--- config.mk ---
export PLATFORM = sky130hd
export DESIGN_NAME = time_of_day_sequencer
export DESIGN_NICKNAME = d
export VERILOG_FILES = /design/src/rtl/time_of_day_sequencer.sv
export SDC_FILE = /design/constraint.sdc
export NUM_CORES = 1
export LEC_CHECK = 0
export CORE_AREA = 2 2 102 104
export CTS_BUF_LIST = sky130_fd_sc_hd__clkbuf_4
export DETAILED_ROUTE_END_ITERATION = 7
export DIE_AREA = 0 0 104 106
export PLACE_DENSITY = 0.9
export SYNTH_ARGS = -nofsm -noshare
export SYNTH_HDL_FRONTEND = slang
export SYNTH_SLANG_ARGS = --single-unit
--- constraint.sdc ---
create_clock -name clk -period 2.9 [get_ports clk]
set_input_delay 0.58 -clock clk [delete_from_list [all_inputs] [get_ports clk]]
set_output_delay 0.58 -clock clk [all_outputs]
set_load 0.02 [all_outputs]
--- src/rtl/time_of_day_sequencer.sv ---
// Keeps the DCF77 clock's 44-bit BCD time/date vector running: a 1 Hz tick drives a
// sec>min>hour>day>month>year carry chain; DCF or preset loads overwrite it after a range check.
module time_of_day_sequencer #(
    parameter int HOLDOVER_S = 3600
) (
    input  logic        clk,
    input  logic        reset,
    input  logic        tick1Hz_In,
    input  logic        dcfValid_In,
    input  logic [43:0] dcfTimeAndDate_In,
    input  logic        presetLoad_In,
    input  logic [43:0] presetTimeAndDate_In,
    output logic [43:0] timeAndDate_Out,
    output logic        synced_Out,
    output logic        busy_Out,
    output logic        reject_Out
);

    localparam int               CNT_W     = $clog2(HOLDOVER_S + 1);
    localparam logic [CNT_W-1:0] HOLD_MAX  = CNT_W'(HOLDOVER_S);
    localparam logic [43:0]      TOD_RESET = 44'h300_0410_0000;

    typedef enum logic [2:0] {IDLE, C_MIN, C_HOUR, C_DAY, C_MON, C_YEAR} state_t;

    // Leap rule for 2000..2099 evaluated on BCD digits: year mod 4 == 0.
    function automatic logic is_leap(input logic [3:0] y_hi, input logic [3:0] y_lo);
        return (!y_hi[0] && (y_lo == 4'd0 || y_lo == 4'd4 || y_lo == 4'd8)) ||
               ( y_hi[0] && (y_lo == 4'd2 || y_lo == 4'd6));
    endfunction

    function automatic logic [5:0] month_len(input logic [4:0] mo, input logic [3:0] y_hi,
                                             input logic [3:0] y_lo);
        case (mo)
            5'h04, 5'h06, 5'h09, 5'h11: return 6'h30;
            5'h02:                      return is_leap(y_hi, y_lo) ? 6'h29 : 6'h28;
            default:                    return 6'h31;
        endcase
    endfunction

    function automatic logic range_ok(input logic [43:0] v);
        logic [5:0] day;
        logic [4:0] mo;
        logic       digits_ok;
        logic       hms_ok;
        day       = {v[25:24], v[23:20]};
        mo        = v[30:26];
        digits_ok = (v[3:0] <= 4'd9) && (v[10:7] <= 4'd9) && (v[17:14] <= 4'd9) &&
                    (v[23:20] <= 4'd9) && (v[29:26] <= 4'd9) && (v[34:31] <= 4'd9) &&
                    (v[38:35] <= 4'd9);
        hms_ok    = (v[6:4] <= 3'd5) && (v[13:11] <= 3'd5) &&
                    ((v[19:18] < 2'd2) || (v[19:18] == 2'd2 && v[17:14] <= 4'd3));
        return digits_ok && hms_ok && (mo >= 5'h01) && (mo <= 5'h12) && (day != 6'h00) &&
               (day <= month_len(mo, v[38:35], v[34:31])) && (v[41:39] != 3'd0);
    endfunction

    logic [43:0]      tod_q, tod_d;
    state_t           state_q, state_d;
    logic             pend_q, pend_d;
    logic             synced_q, synced_d;
    logic [CNT_W-1:0] hold_q, hold_d;
    logic             busy_q, busy_d;
    logic             reject_q, reject_d;
    logic [5:0]       day_len;

    // NOTE: every always_comb target is defaulted first so no path can infer a latch.
    always_comb begin
        tod_d    = tod_q;
        state_d  = state_q;
        pend_d   = pend_q;
        synced_d = synced_q;
        hold_d   = hold_q;
        reject_d = 1'b0;
        day_len  = month_len(tod_q[30:26], tod_q[38:35], tod_q[34:31]);

        if (dcfValid_In) begin
            if (range_ok(dcfTimeAndDate_In)) begin
                tod_d    = dcfTimeAndDate_In;
                state_d  = IDLE;
                pend_d   = 1'b0;
                synced_d = 1'b1;
                hold_d   = '0;
            end else begin
                reject_d = 1'b1;
            end
        end else if (presetLoad_In) begin
            if (range_ok(presetTimeAndDate_In)) begin
                tod_d    = presetTimeAndDate_In;
                state_d  = IDLE;
                pend_d   = 1'b0;
                synced_d = 1'b0;
                hold_d   = '0;
            end else begin
                reject_d = 1'b1;
            end
        end else begin
            case (state_q)
                IDLE: begin
                    if (tick1Hz_In || pend_q) begin
                        // A fresh tick landing on the pending-consume cycle stays queued.
                        pend_d = pend_q && tick1Hz_In;
                        if (tod_q[3:0] != 4'd9) begin
                            tod_d[3:0] = tod_q[3:0] + 4'd1;
                        end else begin
                            tod_d[3:0] = 4'd0;
                            if (tod_q[6:4] != 3'd5) begin
                                tod_d[6:4] = tod_q[6:4] + 3'd1;
                            end else begin
                                tod_d[6:4] = 3'd0;
                                state_d    = C_MIN;
                            end
                        end
                        if (synced_q) begin
                            if (hold_q != HOLD_MAX) hold_d = hold_q + CNT_W'(1);
                            if (hold_q >= HOLD_MAX - CNT_W'(1)) synced_d = 1'b0;
                        end
                    end
                end
                C_MIN: begin
                    state_d = IDLE;
                    if (tod_q[10:7] != 4'd9) begin
                        tod_d[10:7] = tod_q[10:7] + 4'd1;
                    end else begin
                        tod_d[10:7] = 4'd0;
                        if (tod_q[13:11] != 3'd5) begin
                            tod_d[13:11] = tod_q[13:11] + 3'd1;
                        end else begin
                            tod_d[13:11] = 3'd0;
                            state_d      = C_HOUR;
                        end
                    end
                end
                C_HOUR: begin
                    state_d = IDLE;
                    if (tod_q[19:18] == 2'd2 && tod_q[17:14] == 4'd3) begin
                        tod_d[19:14] = 6'h00;
                        tod_d[41:39] = (tod_q[41:39] == 3'd7) ? 3'd1 : tod_q[41:39] + 3'd1;
                        state_d      = C_DAY;
                    end else if (tod_q[17:14] == 4'd9) begin
                        tod_d[17:14] = 4'd0;
                        tod_d[19:18] = tod_q[19:18] + 2'd1;
                    end else begin
                        tod_d[17:14] = tod_q[17:14] + 4'd1;
                    end
                end
                C_DAY: begin
                    state_d = IDLE;
                    if (tod_q[25:20] == day_len) begin
                        tod_d[25:20] = 6'h01;
                        state_d      = C_MON;
                    end else if (tod_q[23:20] == 4'd9) begin
                        tod_d[23:20] = 4'd0;
                        tod_d[25:24] = tod_q[25:24] + 2'd1;
                    end else begin
                        tod_d[23:20] = tod_q[23:20] + 4'd1;
                    end
                end
                C_MON: begin
                    state_d = IDLE;
                    if (tod_q[30:26] == 5'h12) begin
                        tod_d[30:26] = 5'h01;
                        state_d      = C_YEAR;
                    end else if (tod_q[29:26] == 4'd9) begin
                        tod_d[30:26] = 5'h10;
                    end else begin
                        tod_d[29:26] = tod_q[29:26] + 4'd1;
                    end
                end
                C_YEAR: begin
                    state_d = IDLE;
                    if (tod_q[34:31] != 4'd9) begin
                        tod_d[34:31] = tod_q[34:31] + 4'd1;
                    end else begin
                        tod_d[34:31] = 4'd0;
                        tod_d[38:35] = (tod_q[38:35] == 4'd9) ? 4'd0 : tod_q[38:35] + 4'd1;
                    end
                end
                default: state_d = IDLE;
            endcase
            if (state_q != IDLE && tick1Hz_In) pend_d = 1'b1;
        end

        busy_d = (state_d != IDLE);
    end

    // NOTE: sequential state uses non-blocking assignments so all flops update together.
    always_ff @(posedge clk or posedge reset) begin
        if (reset) begin
            tod_q    <= TOD_RESET;
            state_q  <= IDLE;
            pend_q   <= 1'b0;
            synced_q <= 1'b0;
            hold_q   <= '0;
            busy_q   <= 1'b0;
            reject_q <= 1'b0;
        end else begin
            tod_q    <= tod_d;
            state_q  <= state_d;
            pend_q   <= pend_d;
            synced_q <= synced_d;
            hold_q   <= hold_d;
            busy_q   <= busy_d;
            reject_q <= reject_d;
        end
    end

    assign timeAndDate_Out = tod_q;
    assign synced_Out      = synced_q;
    assign busy_Out        = busy_q;
    assign reject_Out      = reject_q;

endmodule

==> flow_metrics.tcl <==
set metrics [dict create \
    status "complete, but fails checks" \
    violations "negative setup slack" \
    rsz0062_at_grt "yes" \
    worstSkewPairLatency_ps 430 \
    grt_usage_pct 34.8 \
    multi_input_comb_area_um2 3670 \
    avgSynthCellArea_um2 8.01 \
    synth_top_area_share_pct 30.2 \
    switching_share_pct 38.5 \
    ys_ff_latch 63 \
    p_leak_nw 3.42 \
    synth_top_area_cell "dfrtp_1" \
    synth_async_sr_flop_share_pct 100 \
    slew_headroom_pct 54.4 \
    power_frac_comb_pct 41.9 \
    grt_max_degree 52 \
    fmax_mhz 315 \
    rr_worst_depth 10 \
    dpl_cell_area_um2 7160 \
    final_util_pct 80.4 \
    antenna_cells 0 \
    internal-power_w 0.00218 \
    critPathMaxStageDelay_ps 510 \
    clock_skew_ps 13.3 \
    final_area_um2 8040 \
    reg2reg_from "hold_q[0]$_DFFE_PP0P_" \
    dr.max_layer_used "met4" \
    yosysSeqAreaShare_pct 32.4 \
    clock_path_buffers 2 \
    wl_met1_um 7490 \
    dpl.hpwl_um 13400 \
    syn_inst 610 \
    critPathMaxFanout 4 \
    routed-wl-met3_um 1870 \
    synth-edff-count 0 \
    synth.distinct_cells 69 \
    peakVddDrop_v 0.000270 \
    num_vias 6387 \
    finalCritPeriodShare_pct 110 \
    wl_met2_um 10000 \
    portBuffers 139 \
    antenna_left 0 \
    finalSetupViolations 47 \
    clockRootBuffer "clkbuf_4" \
    hold_buffers 0 \
    area.sequential_um2 1580 \
    min_period_ps 3180 \
    setup_ws_ps -277 \
    startpoint_type "input port" \
    synth_common_cells "75 x o21ai_0, 59 x dfrtp_1, 50 x nand2_1, 50 x nor2_1, 47 x a21oi_1" \
    clkTransAtPathRegs_ps 130 \
    num_rows 37 \
    viasPerCell 6.53 \
    cap_violations 0 \
    drcViolationCount 0 \
    routed_wl_um 20600 \
    yosysMostFrequentCell "o21ai_0" \
    cts_sinks 63 \
    synth_area_leaders "dfrtp_1 30%, o21ai_0 7.7%, a21oi_1 4.8%, nand2_1 3.8%, nor2_1 3.8%" \
    wl_per_cell_um 21.1 \
    grt_pass1_wl_um 30900 \
    crit_required_ps 3210 \
    cts-buffers-inserted 9 \
    maxSlewViolCount 0 \
    htreeDepth 3 \
    boundaryPins 140 \
    synth-main-ff-cell "dfrtp_1" \
    power_frac_clock_pct 22.5 \
    cp-end-kind "flop" \
    drt-initial-drc-count 517 \
    path_common_cell "a21oi_4" \
    die_area_um2 11000 \
    arrival_ps 3480 \
    critical_path_class "in -> reg" \
    die_w_um 104 \
    layout-drive-gt1-share_pct 27.9 \
    reg2reg_slack_ps 80 \
    die-height_um 106 \
    initial_core_util_pct 48.9 \
    n_fill_cell 589 \
    hp-class "in -> async" \
    finalSetupTns_ps -6340 \
    worst_pin_slew_ps 683 \
    hold_viol_final 0 \
    core_um2 10000 \
    r2r-end "hold_q[11]$_DFFE_PP0P_" \
    antenna_found_initial 0 \
    overflow 0 \
    crit_slowest_cell "or4b_1" \
    mappedNetlistArea_um2 4890 \
    p_switching_w 0.00136 \
    gp_congestion 0.885 \
    p_per_area_nw_per_um2 441 \
    yosys_warnings 0 \
    seq_power_share_pct 35.6 \
    grt_pass1_vias 6310 \
    cts_tree "yes" \
    dp_slack_ps -1010 \
    cp_cell_sequence "buf_6, a211oi_4, o21bai_4, a21oi_2, nor4_2, a31oi_1, ha_2, or3b_4, a21boi_1, o211a_1, a21oi_4, a21oi_4, inv_2, a32o_1, or4b_1" \
    dr.pass1.iters 7 \
    layout-area-overhead-vs-synth_pct 64.5 \
    layout.nets 944 \
    syn_nets 717 \
]
[area by class of cell]
class | count | share of cell area (%)
flip-flops and latches | 63 | 19.7
well taps | 136 | 2.12
clock buffers | 9 | 0.841
inverters | 34 | 1.59
clock inverters | 7 | 1.39
multi-input cells | 483 | 45.7
repair buffers | 246 | 28.7
[what timing repair did]
item	in CTS	in global routing
cloned	1	0
setup buffers	19	15
gates resized for setup	125	60
setup endpoints to repair	62	59
pin swaps	45	46
[logic make-up after synthesis]
| group | share of synthesized area, % |
|---|---|
| AOI/OAI and AO/OA | 28.0 |
| and+or+nand+nor | 22.0 |
| buffers and inverters | 5.10 |
| DFF | 32.4 |
| muxes | 6.53 |
| adders and majority gates | 3.59 |
| xor gates and xnor gates | 2.33 |
[stage by stage]
step	hold slack, ps	power (W)	std cells
after floorplan	485	0.00191	610
after global placement	480	0.00251	941
after detailed placement	521	0.00258	941
after CTS	533	0.00341	974
after global routing	566	0.00369	978
final	515	0.00354	978
[state kept, by name, summed over array words and instances (netlist names)]
signal           count
reject_Out           1
state_q              3
timeAndDate_Out     44
synced_Out           1
hold_q              12
pend_q               1
busy_Out             1
[critical path, delay by kind of cell]
| family | cells | cell delay [ps] |
|---|---|---|
| buf+inv | 2 | 190 |
| fa+ha+maj | 1 | 220 |
| compound gates | 9 | 1590 |
| simple gates | 3 | 920 |
[worst max path at each step]
stage / start / to / slack [ps] / depth (start not counted)
5_1_grt: presetTimeAndDate_In[32] / busy_Out$_DFF_PP0_ / -360 / 16
3_3_place_gp: presetTimeAndDate_In[32] / busy_Out$_DFF_PP0_ / -900 / 16
3_5_place_dp: presetTimeAndDate_In[32] / busy_Out$_DFF_PP0_ / -1010 / 16
4_1_cts: presetTimeAndDate_In[34] / busy_Out$_DFF_PP0_ / -260 / 15
2_1_floorplan: presetTimeAndDate_In[33] / busy_Out$_DFF_PP0_ / -420 / 15
6_report: dcfTimeAndDate_In[34] / busy_Out$_DFF_PP0_ / -280 / 15
[cells in the final DEF, fill, tap and decap left out, types with 11 or more instances in the layout]
| master | Yosys | layout |
|---|---|---|
| o21ai_0 | 75 | 58 |
| inv_1 | 33 | 32 |
| mux2i_1 | 15 | 14 |
| buf_6 | 1 | 26 |
| nand2_1 | 50 | 47 |
| a21oi_1 | 47 | 31 |
| a21oi_2 | 0 | 12 |
| buf_4 | 0 | 80 |
| or3_1 | 12 | 12 |
| dfrtp_1 | 59 | 59 |
| nor3_1 | 19 | 14 |
| clkdlybuf4s50_1 | 0 | 117 |
| nand3_1 | 24 | 22 |
| nor2_1 | 50 | 41 |
| o21ai_1 | 1 | 11 |
| ha_1 | 14 | 12 |
[power groups by stage]
stage	clock, W	sequential [W]	combinational [W]
after detailed placement	0	0.00125	0.00133
after floorplan	0	0.00134	0.000577
final	0.000798	0.00126	0.00148
after CTS	0.000784	0.00124	0.00139
after global placement	0	0.00124	0.00127
after global routing	0.000834	0.00128	0.00158
[layer usage]
layer  global-route usage [%]  vias to the layer above
met5                        0                        -
met4                     20.4                        0
met3                     6.50                      122
met2                     60.5                      479
met1                     40.0                     3056
li1                         -                     2730
No activity file was read; power rests on OpenSTA's default activity.
